## config.mk

```make
export PLATFORM = sky130hd
export DESIGN_NAME = core_irq_dispatch
export DESIGN_NICKNAME = d
export VERILOG_FILES = /design/src/rtl/core_irq_dispatch.sv
export SDC_FILE = /design/constraint.sdc
export NUM_CORES = 1
export LEC_CHECK = 0
export ABC_AREA = 1
export BUFFER_PORTS_ARGS = -buffer_cell sky130_fd_sc_hd__buf_2
export CORE_ASPECT_RATIO = 0.6
export CORE_MARGIN = 2
export CORE_UTILIZATION = 45
export DETAILED_ROUTE_END_ITERATION = 16
export PLACE_DENSITY = 0.76
export SLEW_MARGIN = 25
export SYNTH_ARGS = -nofsm -noshare
export SYNTH_HDL_FRONTEND = slang
export SYNTH_SLANG_ARGS = --single-unit
```

## constraint.sdc

```tcl
create_clock -name iCLOCK -period 2.1 [get_ports iCLOCK]
set_input_delay 0.42 -clock iCLOCK [delete_from_list [all_inputs] [get_ports iCLOCK]]
set_output_delay 0.42 -clock iCLOCK [all_outputs]
set_load 0.02 [all_outputs]
```

## src/rtl/core_irq_dispatch.sv

```systemverilog
// Core-side interrupt responder: drains the pipeline, acknowledges the IRQ,
// fetches the handler from the IDT and issues the jump with the saved PC.
module core_irq_dispatch #(
    parameter int P_NUM_W  = 1,
    parameter int P_ADDR_W = 32
) (
    input  logic                iCLOCK,
    input  logic                iRESET_SYNC,
    input  logic                iIRQ_VALID,
    input  logic [P_NUM_W-1:0]  iIRQ_NUM,
    output logic                oIRQ_ACK,
    input  logic                iPSR_IE,
    input  logic                iEXCEPT_BUSY,
    output logic                oFLUSH_REQ,
    input  logic                iFLUSH_DONE,
    input  logic [P_ADDR_W-1:0] iCURRENT_PC,
    input  logic [P_ADDR_W-1:0] iIDT_BASE,
    output logic                oIDT_REQ,
    output logic [P_ADDR_W-1:0] oIDT_ADDR,
    input  logic                iIDT_BUSY,
    input  logic                iIDT_VALID,
    input  logic [P_ADDR_W-1:0] iIDT_DATA,
    output logic                oJUMP_VALID,
    output logic [P_ADDR_W-1:0] oJUMP_ADDR,
    output logic [P_ADDR_W-1:0] oSAVE_PC,
    input  logic                iJUMP_ACK,
    output logic                oFAULT,
    output logic                oBUSY
);

    typedef enum logic [2:0] {
        IDLE, FLUSH, ACK, IDTREQ, IDTWAIT, JUMP, FAULT
    } stateT;

    stateT                  state;
    logic [P_NUM_W-1:0]     numQ;
    logic [P_ADDR_W-1:0]    pcQ;
    logic [P_ADDR_W-1:0]    idtAddrQ;
    logic [P_ADDR_W-1:2]    handlerQ;
    logic                   unusedIdtBit;

    // Entry bit 1 is reserved and carries no meaning here.
    assign unusedIdtBit = iIDT_DATA[1];

    always_ff @(posedge iCLOCK) begin
        if (iRESET_SYNC) begin
            state    <= IDLE;
            numQ     <= '0;
            pcQ      <= '0;
            idtAddrQ <= '0;
            handlerQ <= '0;
        end else begin
            unique case (state)
                IDLE: begin
                    if (iIRQ_VALID && iPSR_IE && !iEXCEPT_BUSY) begin
                        numQ  <= iIRQ_NUM;
                        state <= FLUSH;
                    end
                end
                FLUSH: begin
                    if (iFLUSH_DONE) begin
                        pcQ   <= iCURRENT_PC;
                        state <= ACK;
                    end
                end
                ACK: begin
                    idtAddrQ <= iIDT_BASE + (P_ADDR_W'(numQ) << 3);
                    state    <= IDTREQ;
                end
                IDTREQ: begin
                    if (!iIDT_BUSY) begin
                        state <= IDTWAIT;
                    end
                end
                IDTWAIT: begin
                    if (iIDT_VALID) begin
                        handlerQ <= iIDT_DATA[P_ADDR_W-1:2];
                        state    <= iIDT_DATA[0] ? JUMP : FAULT;
                    end
                end
                JUMP: begin
                    if (iJUMP_ACK) begin
                        state <= IDLE;
                    end
                end
                FAULT: begin
                    state <= IDLE;
                end
                default: begin
                    state <= IDLE;
                end
            endcase
        end
    end

    assign oFLUSH_REQ  = (state == FLUSH);
    assign oIRQ_ACK    = (state == ACK);
    assign oIDT_REQ    = (state == IDTREQ);
    assign oJUMP_VALID = (state == JUMP);
    assign oFAULT      = (state == FAULT);
    assign oBUSY       = (state != IDLE);

    assign oIDT_ADDR  = oIDT_REQ ? idtAddrQ : '0;
    assign oJUMP_ADDR = oJUMP_VALID ? {handlerQ, 2'b00} : '0;
    assign oSAVE_PC   = (oJUMP_VALID || oFAULT) ? pcQ : '0;

endmodule
```

# Word level (Yosys, flattened, before mapping)
# Index checks and enable logic that the tools add are counted.
# W data, S select, Z words.
# word_totals
reg_bits,98
inputBits,106
output_inout_bits,102
wordCells,37
# op_classes
n_addsub,1
eq_ne,11
mux,10
n_reduce_logical,10
# ops
operator,n
$mux W32,3
$add A32 B4 Y32,1
$pmux W3 S6,1
$mux W3,5
$eq A3 B3 Y1 const B,3
$eq A3 B2 Y1 const B,2
$ne A2 B2 Y1 const B,3
$reduce_and A2 Y1,3
$reduce_and A5 Y1,1
$ne A2 B1 Y1 const B,2
$eq A3 B1 Y1 const B,1
$logic_not A3 Y1,1
$reduce_bool A3 Y1,1
$logic_and A1 B1 Y1,2
$mux W2,1
$logic_not A1 Y1,1
$logic_or A1 B1 Y1,1

# Logic depth before layout (Yosys ltp)
# logic_depth
ltp_word,4
ltp_mapped,11
ltp_nobuf,11

# Worst setup path after synthesis
# OpenSTA, ideal clock, no wires.
# synth_path
path_kind,register -> output
startpoint,register state[2]
endpoint,output port oSAVE_PC[10]
t_arrival_ns,1.691
required_time_ns,1.680
setup_slack_ns,-0.011
path_stages_with_launch,6
n_path_buf,1
path_cell_list,dfxtp_1 inv_1 nor3_1 nor2_1 buf_2 nor2_1
# synth_between
elab_chain_len,3
elab_cells_between_ends,4
cone_classes,eq/ne (2); mux (1); reduce/logical (1)
# synth_lines
item,line_no,source
start: declaration,35,stateT state;
start signal: assignment,78,state <= iIDT_DATA[0] ? JUMP : FAULT;
$eq A3 B3 Y1,100,assign oFAULT = (state == FAULT);
named net oFAULT,27,"output logic oFAULT,"
$logic_or A1 B1 Y1,105,assign oSAVE_PC = (oJUMP_VALID || oFAULT) ? pcQ : '0;
$mux W32,105,
end: declaration,25,"output logic [P_ADDR_W-1:0] oSAVE_PC,"
# The timed path passes the listed nets, and every way through them passes these cells.

# Final worst setup path
# layout_path
startpoint,register state[2]
endpoint,output port oSAVE_PC[21]
# layout_between
elab_chain_len,3
elab_cells_between_ends,4
cone_classes,eq/ne (2); mux (1); reduce/logical (1)
# layout_lines
item,line_no
"$eq A3 B3 Y1, on equally long branches","99, 100"
$logic_or A1 B1 Y1 *,105
$mux W32 *,105
# Mark *: on every way between the ends. The rest lies on a longest branch, timed or not.

==> run_results.csv <==
group,metric,value,unit
run_status,status,"finished, final reports clean",
clock_tree,cts_tree,"done",
critical_path,worstReg2RegStart,"numQ$_SDFFE_PP0P_",
placement,hpwl,10270,um
final_layout,fin_nets,1082,
die,start_util,46.42,%
critical_path,critPathLaunch,"state[2]$_SDFFE_PP0P_",
critical_path,start_kind,"flip-flop",
global_routing,grt_pass1_vias,4649,
die,die_area,11850,um2
critical_path,end_kind,"output pin",
global_routing,use_met1,32.30,%
detailed_routing,drc_errors,0,
die,std_cell_rows,29,
timing,rsz0062_at_grt,"true",
detailed_routing,wirelength,13660,um
clock_tree,clock_latency,330,ps
timing,finalClockSkew,7.951,ps
critical_path,cp.arrival,1600,ps
synth,ys_seq_area_share,39.76,%
detailed_routing,vias,5297,
clock_tree,clockBufferDepth,2,
timing,maxSlewViolCount,0,
global_routing,grt_util_all_layers,22.81,%
critical_path,crit_end,"oSAVE_PC[21]",
global_routing,gr-usage-met3,7.393,%
final_layout,syn_to_final_growth,30.53,%
synth,async_reset_ff_share,0,%
flow_run,cap_viol_max_count,0,
timing,relSlewSlack,64.76,%
critical_path,rr_endpoint,"idtAddrQ[22]$_SDFFE_PP0P_",
final_layout,fillCellCount,1037,
critical_path,worstPathMaxFanout,32,
pwr,pwr_density_cell,943.8,nW/um2
timing,period_share,96.37,%
synth,synth_ff_type,"dfxtp_1",
pwr,peakVddDrop,0.4669,mV
timing,finalSetupViolCount,0,
global_routing,globalRoute.totalOverflow,0,
clock_tree,htreeDepth,3,
timing,finalHoldViolCount,0,
critical_path,reg2regPathDepth,10,
die,die_h,85.12,um
final_layout,layout-drive-gt1-share,25.56,%
global_routing,grt_pass1_wl,22170,um
detailed_routing,wire_per_inst,12.23,um
critical_path,cp.required,1680,ps
clock_tree,cts_root_buffer,"clkbuf_16",
placement,dp_slack,136.1,ps
timing,min_period,2024,ps
die,io-pin-count,208,
final_layout,insertedDiodeCount,0,
placement,placement.io_buffers,204,
timing,final.setup.worst_slack,76.30,ps
hold_path,hold_depth,3,
synth,ys_ff_latch,98,
final_layout,final_cells,1117,
synth,syn-cell-area,4935,um2
synth,synth-edff-count,0,
critical_path,critPathKind,"reg2out",
hold_path,hp-class,"in2reg",
synth,synth.top_cell.area_share,39.76,%
die,fp.coreArea,10630,um2
detailed_routing,first_pass_iters,5,
placement,dpl_cell_area,6055,um2
timing,tightest_slew,528.5,ps
clock_tree,cts_made_buffers,9,
synth,synth_most_common_cell,"nor2_1",
placement,gp_congestion,0.9065,
final_layout,fin_area,6441,um2
synth,ys_top_cells_by_count,"nor2_1 (152), inv_1 (145), nand2_1 (107)",
synth,synth_warnings,0,
global_routing,busiest_layer,"met2",
placement,dp.cells,1101,
detailed_routing,drtIter0Drc,327,
detailed_routing,antenna_left,0,
timing,max_freq,494.1,MHz
synth,ys_top_cells_by_area,"dfxtp_1 (40%), nor2_1 (12%), inv_1 (11%)",
global_routing,use_met2,34.39,%
clock_tree,cts.sinks,98,
synth,postSynthCellCount,786,
critical_path,rrSetupSlack,340,ps
global_routing,antenna_found_initial,0,
die,die_x,139.2,um
synth,synth_top_area_cell,"dfxtp_1",
pwr,leakage,0.003071,uW
synth,synth_cell_type_count,24,
clock_tree,hold_buffers,0,
global_routing,grt_max_degree,65,
clock_tree,clk_pin_slew,70,ps
synth,postSynthAreaPerCell,6.278,um2
detailed_routing,vias_per_cell,4.742,
-- layer usage --
layer  vias to the layer above  routed length (um)
met1                      2307                6606
met3                         7                1243
met5                         -                   0
met2                       195                5725
li1                       2788                   -
met4                         0                  87
-- through the flow --
step / setup TNS (ps) / total power [uW] / hold slack, ps / util [%]
final: 0 / 6079 / 316.4 / 60.59
after global placement: 0 / 4242 / 441.1 / 56.95
after detailed placement: 0 / 4299 / 443.3 / 56.95
after floorplan: -108.4 / 3793 / 430.0 / -
after global routing: -10.61 / 6518 / 340.7 / 60.59
after CTS: 0 / 6095 / 305.1 / 60.12
-- cells in the final DEF, fill, tap and decap left out --
| cell | instances |
|---|---|
| o21ai_0 | 78 |
| o21ai_1 | 9 |
| nor2_2 | 8 |
| nand2_2 | 1 |
| conb_1 | 2 |
| clkbuf_16 | 9 |
| xnor2_1 | 3 |
| nor2_1 | 145 |
| buf_2 | 199 |
| nand2_1 | 107 |
| and2_1 | 3 |
| clkinvlp_4 | 1 |
| inv_2 | 7 |
| bufinv_16 | 2 |
| ha_1 | 3 |
| nor3_4 | 1 |
| a21oi_1 | 96 |
| inv_6 | 4 |
| inv_1 | 144 |
| xor2_1 | 5 |
| nor3_1 | 1 |
| dfxtp_4 | 2 |
| dfxtp_1 | 96 |
| clkbuf_1 | 1 |
| nand3_1 | 31 |
| buf_12 | 2 |
| o22ai_1 | 1 |
| buf_4 | 13 |
| nand3b_1 | 2 |
| nand4_1 | 1 |
| nor3_2 | 1 |
-- power by group --
part / leakage (uW) / total (uW) / switching, uW / internal (uW)
combinational: 0.00212 / 1780 / 1190 / 588
sequential: 0.000800 / 2530 / 166 / 2370
clock: 0.000154 / 1770 / 713 / 1060
-- cell families after synthesis --
| kind of cell | count (synthesis) | synth area share (%) |
|---|---|---|
| AND/OR/NAND/NOR | 301 | 24.21 |
| buffers and inverters | 191 | 15.09 |
| AO/OA/AOI/OAI | 184 | 18.69 |
| flip-flops | 98 | 39.76 |
| XOR/XNOR | 8 | 1.420 |
| adder cells (fa/ha/maj) | 3 | 0.7607 |
| other | 1 | 0.07599 |
-- area by class of cell --
class / instances / area, um2 / area share, %
Tap cell: 139 / 173.9 / 2.700
Inverter: 152 / 575.6 / 8.936
Multi-Input combinational cell: 498 / 2266 / 35.18
Clock buffer: 10 / 229.0 / 3.555
Clock inverter: 6 / 93.84 / 1.457
Sequential cell: 98 / 1969 / 30.57
Timing Repair Buffer: 214 / 1134 / 17.60
-- worst max-delay path, cell delays in order (launching register included) --
cell and delay (ps):
dfxtp_4 390, inv_1 110, nor3_2 250, nor2_2 80
buf_12 170, nor2_1 110, buf_2 180
-- registers in the layout, summed over array words and instances, names as in the netlist --
register	count
pcQ	32
numQ	1
state	3
handlerQ	30
idtAddrQ	32
-- worst min path at each step --
| stage | endpoint | from | slack, ps |
|---|---|---|---|
| 3_5_place_dp | pcQ[21]$_SDFFE_PP0P_ | pcQ[21]$_SDFFE_PP0P_ | 440 |
| 5_1_grt | numQ$_SDFFE_PP0P_ | iIRQ_NUM | 340 |
| 3_3_place_gp | idtAddrQ[4]$_SDFFE_PP0P_ | idtAddrQ[4]$_SDFFE_PP0P_ | 440 |
| 2_1_floorplan | handlerQ[10]$_SDFFE_PP0P_ | handlerQ[10]$_SDFFE_PP0P_ | 430 |
| 4_1_cts | numQ$_SDFFE_PP0P_ | iIRQ_NUM | 310 |
| 6_report | numQ$_SDFFE_PP0P_ | iIRQ_NUM | 320 |
-- what timing repair did --
action / CTS / global route
gates resized for setup: 5 / 17
cloned: 0 / 0
setup endpoints to repair: 65 / 65
buffers inserted: 0 / 0
Power figures use the tool's default switching activity.
